### src/rtl/shift_add_multiplier.sv
// Sequential shift-and-add multiplier: one multiplier bit per clock, BITS clocks per product.
// Optional two's-complement mode is enabled by defining SHIFT_ADD_MULTIPLIER_SIGNED_EN (adds port i_signed).
module shift_add_multiplier #(
  parameter int BITS = 8
) (
  input  logic                i_clock,
  input  logic                i_reset,
  input  logic                i_start,
  input  logic [BITS-1:0]     i_multiplicand,
  input  logic [BITS-1:0]     i_multiplier,
`ifdef SHIFT_ADD_MULTIPLIER_SIGNED_EN
  input  logic                i_signed,
`endif
  output logic                o_busy,
  output logic                o_finished,
  output logic [2*BITS-1:0]   o_product,
  output logic [1:0]          o_state
);

  localparam int CW = $clog2(BITS);
  localparam logic [CW-1:0] LAST_BIT = CW'(BITS - 1);

  typedef enum logic [1:0] {
    IDLE = 2'd0,
    RUN  = 2'd1,
    DONE = 2'd2
  } state_t;

  state_t state, state_next;

  logic [2*BITS-1:0] a_q;
  logic [BITS-1:0]   b_q;
  logic [2*BITS-1:0] acc_q;
  logic [2*BITS-1:0] acc_next;
  logic [2*BITS-1:0] addend;
  logic [CW-1:0]     count_q;
  logic              accept;
  logic              last_bit;
  logic              a_ext;

`ifdef SHIFT_ADD_MULTIPLIER_SIGNED_EN
  logic              signed_q;
  assign a_ext = i_signed & i_multiplicand[BITS-1];
`else
  assign a_ext = 1'b0;
`endif

  // i_start is only honoured outside RUN; reset wins over start.
  assign accept   = i_start && (state != RUN);
  assign last_bit = (count_q == LAST_BIT);

  always_ff @(posedge i_clock) begin
    if (i_reset) begin
      state <= IDLE;
    end else begin
      state <= state_next;
    end
  end

  always_comb begin
    state_next = state;
    case (state)
      IDLE:    if (i_start) state_next = RUN;
      RUN:     if (last_bit) state_next = DONE;
      DONE:    if (i_start) state_next = RUN;
      default: state_next = IDLE;
    endcase
  end

  // In signed mode the multiplier's MSB has weight -2^(BITS-1), so the last
  // partial product is subtracted instead of added.
  always_comb begin
    addend   = b_q[0] ? a_q : '0;
    acc_next = acc_q + addend;
`ifdef SHIFT_ADD_MULTIPLIER_SIGNED_EN
    if (signed_q && last_bit) begin
      acc_next = acc_q - addend;
    end
`endif
  end

  always_ff @(posedge i_clock) begin
    if (i_reset) begin
      a_q     <= '0;
      b_q     <= '0;
      acc_q   <= '0;
      count_q <= '0;
    end else if (accept) begin
      a_q     <= {{BITS{a_ext}}, i_multiplicand};
      b_q     <= i_multiplier;
      acc_q   <= '0;
      count_q <= '0;
    end else if (state == RUN) begin
      a_q     <= a_q << 1;
      b_q     <= b_q >> 1;
      acc_q   <= acc_next;
      count_q <= count_q + 1'b1;
    end
  end

`ifdef SHIFT_ADD_MULTIPLIER_SIGNED_EN
  always_ff @(posedge i_clock) begin
    if (i_reset) begin
      signed_q <= 1'b0;
    end else if (accept) begin
      signed_q <= i_signed;
    end
  end
`endif

  // Partial sums stay internal; the product is only visible in DONE.
  assign o_busy     = (state == RUN);
  assign o_finished = (state == DONE);
  assign o_product  = (state == DONE) ? acc_q : '0;
  assign o_state    = state;

endmodule
### config.mk
export PLATFORM = sky130hd
export DESIGN_NAME = shift_add_multiplier
export DESIGN_NICKNAME = d
export VERILOG_FILES = /design/src/rtl/shift_add_multiplier.sv
export SDC_FILE = /design/constraint.sdc
export NUM_CORES = 1
export LEC_CHECK = 0
export ABC_CLOCK_PERIOD_IN_PS = 8300
export CAP_MARGIN = 0
export CORE_MARGIN = 3
export CORE_UTILIZATION = 54
export CTS_CLUSTER_DIAMETER = 60
export CTS_CLUSTER_SIZE = 28
export DETAILED_ROUTE_END_ITERATION = 12
export PLACE_DENSITY = 0.9
export SETUP_SLACK_MARGIN = 0.2
export SLEW_MARGIN = 10
export SYNTH_ARGS = -nofsm -noshare
export SYNTH_HDL_FRONTEND = slang
export SYNTH_SLANG_ARGS = --single-unit
### constraint.sdc
create_clock -name i_clock -period 8.3 [get_ports i_clock]
set_clock_uncertainty 0.15 [all_clocks]
set_input_delay 1.66 -clock i_clock [delete_from_list [all_inputs] [get_ports i_clock]]
set_output_delay 1.66 -clock i_clock [all_outputs]
set_load 0.02 [all_outputs]
==> out/metrics.cfg, run 1 <==
[grt]
grt_pass1_wl_um=11000
grt_max_degree=70
antenna_found_initial=0
grt_pass1_vias=2429
overflow=0
grt_usage_pct=22.3

[synth]
mappedNetlistArea_sq_um=2770
synth_compound_area_share_pct=21.9
yosysMostFrequentCell=dfxtp_1
synth-seq-area-share_pct=32.5
synth_seq_cells=45
synth_top_area_share_pct=32.5
netlist_top_cells_count=dfxtp_1, nand2_1, and2_1, a21oi_1, nor2_1
synth_area_per_cell_sq_um=8.46
muxShareOfSynthArea_pct=6.51
synth-xor-area-share_pct=2.22
synth_edf_count=0
synthTopCellsByArea=dfxtp_1, ha_1, and2_1, mux2i_1, nand2_1
synth_largest_area_cell=dfxtp_1
synthAdderAreaFrac_pct=8.41
synth.distinct_cells=53
syn-num-nets=364
yosysWarnings=0
async_reset_ff_share_pct=0
synth-simple-area-share_pct=23.7
synth_cells=327
synth_flop_cell=dfxtp_1
synth_top_family_by_area=simple AND/OR/NAND/NOR gates

[placement]
port_buffers=38
dpl_cell_area_sq_um=3150
globalplace.congestion=0.847
hpwl_um=4370
dp_cells=414

[floorplanning]
die_h_um=77.6
die_x_um=77.6
initial_core_util_pct=57.1
io_pins=39
die_area_sq_um=6020
std_cell_rows=25
core_area_sq_um=4850

[finish]
finalNetCount=391
diodes=0
area_growth_pct=17.5
final_area_sq_um=3250
drive_gt1_share_pct=6.21
layoutNonFillerInstCount=421
nFillCells=403
finish.utilization_pct=67.1

[clock_network]
cts_setup_buffers=0
cts_buffer_depth=2
cts_tree=done
insertion_delay_ps=290
hold_buffers=0
cts_resized=0
cts_root_buf=clkbuf_8
cts_sinks=45
cts_made_buffers=5
htree_levels=2
cts.clk_slew.worst_paths_ps=80

[detailed_routing]
num_vias=2441
vias_per_cell=5.80
wl_per_cell_um=14.8
first_pass_iters=4
drtIter0Drc=183
ant_nets=0
drt_wl_total_um=6250
drcViolationCount=0

[min_path]
holdPathStages=2
min_path_type=reg2reg
holdPathEnd=a_q[11]
hold_path.startpoint=a_q[10]

[setup_path]
cp_slowest_cell=clkdlybuf4s50_1
critPathKind=reg2out
reg2regPathDepth=9
max_stage_delay_ps=750
start_kind=flop
path_max_fanout=26
critical_path.cell_chain=nand2b_2 -> clkinv_1 -> clkdlybuf4s50_1
ff2ff_setup_slack_ps=5290
regToRegEndpoint=acc_q[14]
end_kind=output port
cp.arrival_ps=2130
cp.required_ps=6490
r2r_start=b_q[0]

[run_status]
status=complete, no violations

[sta]
rsz0062_at_grt=no
setup_violations=0
worstMarginPinSlew_ps=800
slew_headroom_pct=46.7
drv_slew=0
max_freq_mhz=254
period_needed_ps=3940
tns_ps=0
hold_viol=0
post-route-period-util_pct=47.5

[run]
maxCapViolCount=0

[power]
p_leak_nw=1.35
p_per_area_nw_per_um2=138
vdd_drop_max_mv=0.106

[report_power, final]
part / total (mW) / internal (mW) / switching (mW)
combinational: 0.0578 / 0.0248 / 0.0330
sequential: 0.232 / 0.225 / 0.00753
clock: 0.160 / 0.0875 / 0.0722
[cells in the final DEF, fill, tap and decap left out, types with 10 or more instances in the layout]
cell type,netlist,final
nor2_1,21,21
dfxtp_1,45,45
nand3_1,10,10
a211oi_1,18,18
nand2_1,38,38
mux2i_1,18,18
and2_1,31,31
a21oi_1,28,28
ha_1,17,17
clkdlybuf4s50_1,0,38
[cell families after synthesis]
| kind of cell | after synthesis |
|---|---|
| adder cells (fa/ha/maj) | 18 |
| AND/OR/NAND/NOR | 128 |
| multiplexers | 18 |
| AO/OA/AOI/OAI | 85 |
| XOR/XNOR | 7 |
| buffers and inverters | 26 |
| flip-flops | 45 |
[routing by layer]
| layer | global-route usage, % | vias to the layer above | wire length [um] |
|---|---|---|---|
| met3 | 3.94 | 22 | 202 |
| met4 | 12.1 | 0 | 303 |
| met1 | 27.5 | 1124 | 2800 |
| met5 | 0 | - | 0 |
| li1 | - | 1230 | - |
| met2 | 36.7 | 65 | 2940 |
[worst max path at each step]
stage                     cells past startpoint  slack, ps  startpoint            end
final                                         3       4360  o_state[1]         o_busy
after global routing                          3       4240  o_state[1]         o_busy
after CTS                                     3       4050  o_state[1]  o_product[12]
after detailed placement                      3       4390  o_state[0]  o_product[12]
after global placement                        3       4490  o_state[1]   o_product[4]
after floorplan                               3       5070  o_state[1]  o_product[10]
[area by class of cell]
| cell class | instances | area (sq um) | share of cell area (%) |
|---|---|---|---|
| clock buffers | 5 | 68.8 | 2.12 |
| clock inverters | 2 | 35.0 | 1.08 |
| well taps | 67 | 83.8 | 2.58 |
| multi-input cells | 256 | 1740 | 53.6 |
| inverters | 5 | 18.8 | 0.577 |
| repair buffers | 41 | 403 | 12.4 |
| flip-flops and latches | 45 | 901 | 27.7 |
[metrics by stage]
step / power (mW) / worst slack (ps) / hold WS (ps)
floorplan: 0.277 / 5070 / 290
global placement: 0.293 / 4490 / 296
detailed placement: 0.294 / 4390 / 305
CTS: 0.452 / 4050 / 317
global route: 0.470 / 4240 / 331
finish: 0.450 / 4360 / 316
[state kept, by name, summed over array words and instances, names as in the netlist]
name,cells
b_q,8
o_state,2
count_q,3
a_q,16
acc_q,16
[worst max-delay path: cells and delay by family, from the launching register on]
family	cells	cell delay, ps
and+or+nand+nor	1	140
DFF	1	350
buffers and inverters	2	1350
No activity file was read; power rests on OpenSTA's default activity.
==> inputs of run 2 (changes only) <==
--- a/config.mk
+++ b/config.mk
@@ -5,7 +5,7 @@
 export SDC_FILE = /design/constraint.sdc
 export NUM_CORES = 1
 export LEC_CHECK = 0
-export ABC_CLOCK_PERIOD_IN_PS = 8300
+export ABC_CLOCK_PERIOD_IN_PS = 3710
 export CAP_MARGIN = 0
 export CORE_MARGIN = 3
 export CORE_UTILIZATION = 54
==> constraint.sdc (replaced) <==
create_clock -name i_clock -period 3.71 [get_ports i_clock]
set_clock_uncertainty 0.15 [all_clocks]
set_input_delay 0.742 -clock i_clock [delete_from_list [all_inputs] [get_ports i_clock]]
set_output_delay 0.742 -clock i_clock [all_outputs]
set_load 0.02 [all_outputs]
==> run 2 against run 1 <==
Effect of this change:
- largest power group unchanged
- clock-buffer cell count grew 1
- register-to-register slack lost 4500 ps
- sequential cell count is the same
==> out/metrics.cfg, run 2 (synthesis gave the netlist of run 1 again) <==
[grt]
antenna_found_initial=0
grt_pass1_wl_um=10600
grt_pass1_vias=2369
grt_usage_pct=21.2
overflow=0
grt_max_degree=70

[finish]
layoutNonFillerInstCount=424
finalNetCount=393
area_growth_pct=17.4
largest_registers=a_q: 16 flops, acc_q: 16 flops, b_q: 8 flops
diodes=0
layout_commonest_cell=dfxtp_1
drive_gt1_share_pct=6.44
nFillCells=407
mostFrequentLayoutCells=dfxtp_1, nand2_1, clkdlybuf4s50_1
final_area_sq_um=3250

[clock_network]
insertion_delay_ps=290
cts_setup_buffers=0
hold_buffers=0
cts_buffer_depth=2
cts_made_buffers=5
cts.clk_slew.worst_paths_ps=90
cts_sinks=45
cts_resized=0
cts_tree=done
cts_root_buf=clkbuf_8
htree_levels=2

[sta]
max_freq_mhz=339
tns_ps=0
hold_viol=0
post-route-period-util_pct=79.4
rsz0062_at_grt=no
drv_slew=0
worstMarginPinSlew_ps=695
period_needed_ps=2950
setup_violations=0
slew_headroom_pct=53.7

[floorplanning]
core_area_sq_um=4850
die_x_um=77.6
initial_core_util_pct=57.1
die_area_sq_um=6020
io_pins=39
die_h_um=77.6
std_cell_rows=25

[detailed_routing]
drtIter0Drc=154
first_pass_iters=4
drcViolationCount=0
wl_met3_um=353
wl_per_cell_um=14.6
ant_nets=0
met1_length_um=2750
route.met2.wl_um=3000
num_vias=2448
vias_per_cell=5.77
drt_wl_total_um=6180
dr.max_layer_used=met4

[setup_path]
critical_path.cell_chain=and2_1 -> ha_1 -> fa_1 -> a211o_1 -> a21oi_1 -> o22ai_1 -> o41ai_1 -> or4_1 -> nand3_1
cp.arrival_ps=2980
cp_slowest_cell=dfxtp_1
critPathKind=reg2reg
critPathCapture=acc_q[14]
end_kind=flop
path_buf_inv=0
ff2ff_setup_slack_ps=760
crit_path_start=b_q[0]
r2r_start=b_q[0]
start_kind=flop
crit_family=compound AO/OA/AOI/OAI gates
regToRegEndpoint=acc_q[14]
cp.required_ps=3740
worst-path-stages=9
reg2regPathDepth=9
max_stage_delay_ps=460
path_max_fanout=19

[min_path]
min_path_type=reg2reg

[power]
p_leak_nw=1.35
p_per_area_nw_per_um2=294
vdd_drop_max_mv=0.228

[run]
maxCapViolCount=0

[run_status]
status=complete, no violations

[placement]
dpl_cell_area_sq_um=3160
hpwl_um=4410
globalplace.congestion=0.899
dp_cells=416
port_buffers=38

==> run 2: cell count changes in the layout (fill, tap and decap cells not counted), sizes merged <==
cell      delta
buf          +2
bufinv       -1
clkbuf       +1
clkinv       -1
clkinvlp     +2
==> run 2: worst min path at each step <==
stage,to,depth (start not counted),from,slack (ps)
5_1_grt,a_q[11],2,a_q[10],330
4_1_cts,a_q[11],2,a_q[10],310
3_3_place_gp,count_q[2],2,count_q[2],300
3_5_place_dp,a_q[13],2,a_q[12],300
6_report,a_q[11],2,a_q[10],320
2_1_floorplan,a_q[8],2,a_q[7],290
==> run 2: per-stage QoR <==
step	setup slack [ps]	utilization (%)	power (mW)	hold slack (ps)
after detailed placement	850	65.2	0.661	305
after floorplan	972	-	0.620	290
after CTS	800	67.0	0.959	311
after global routing	551	67.0	1.00	335
final	763	67.0	0.956	318
after global placement	950	65.2	0.656	296
==> run 2: worst reg2reg max path, delay by kind of cell (launching register included) <==
family	cells	cell delay (ps)
DFF	1	460
AOI/OAI and AO/OA	4	1140
adders and majority gates	2	650
and+or+nand+nor	3	450
==> run 2: where the power goes <==
group | leakage [nW] | switching, mW | internal [mW]
combinational | 0.944 | 0.0755 | 0.0566
clock | 0.0374 | 0.171 | 0.133
sequential | 0.367 | 0.0169 | 0.502
total | 1.35 | 0.264 | 0.692
==> run 2: area by class of cell <==
cell class | count | area (sq um) | share of cell area (%)
repair buffers | 43 | 418 | 12.9
flip-flops and latches | 45 | 901 | 27.7
clock buffers | 6 | 72.6 | 2.23
clock inverters | 2 | 15.0 | 0.462
multi-input cells | 256 | 1740 | 53.5
inverters | 5 | 18.8 | 0.578
well taps | 67 | 83.8 | 2.58
==> run 2: metal layers <==
| metal | vias up | global-route usage [%] |
|---|---|---|
| met2 | 80 | 36.0 |
| met1 | 1122 | 27.1 |
| met3 | 8 | 3.71 |
| met4 | 0 | 6.76 |
| li1 | 1238 | - |
| met5 | - | 0 |
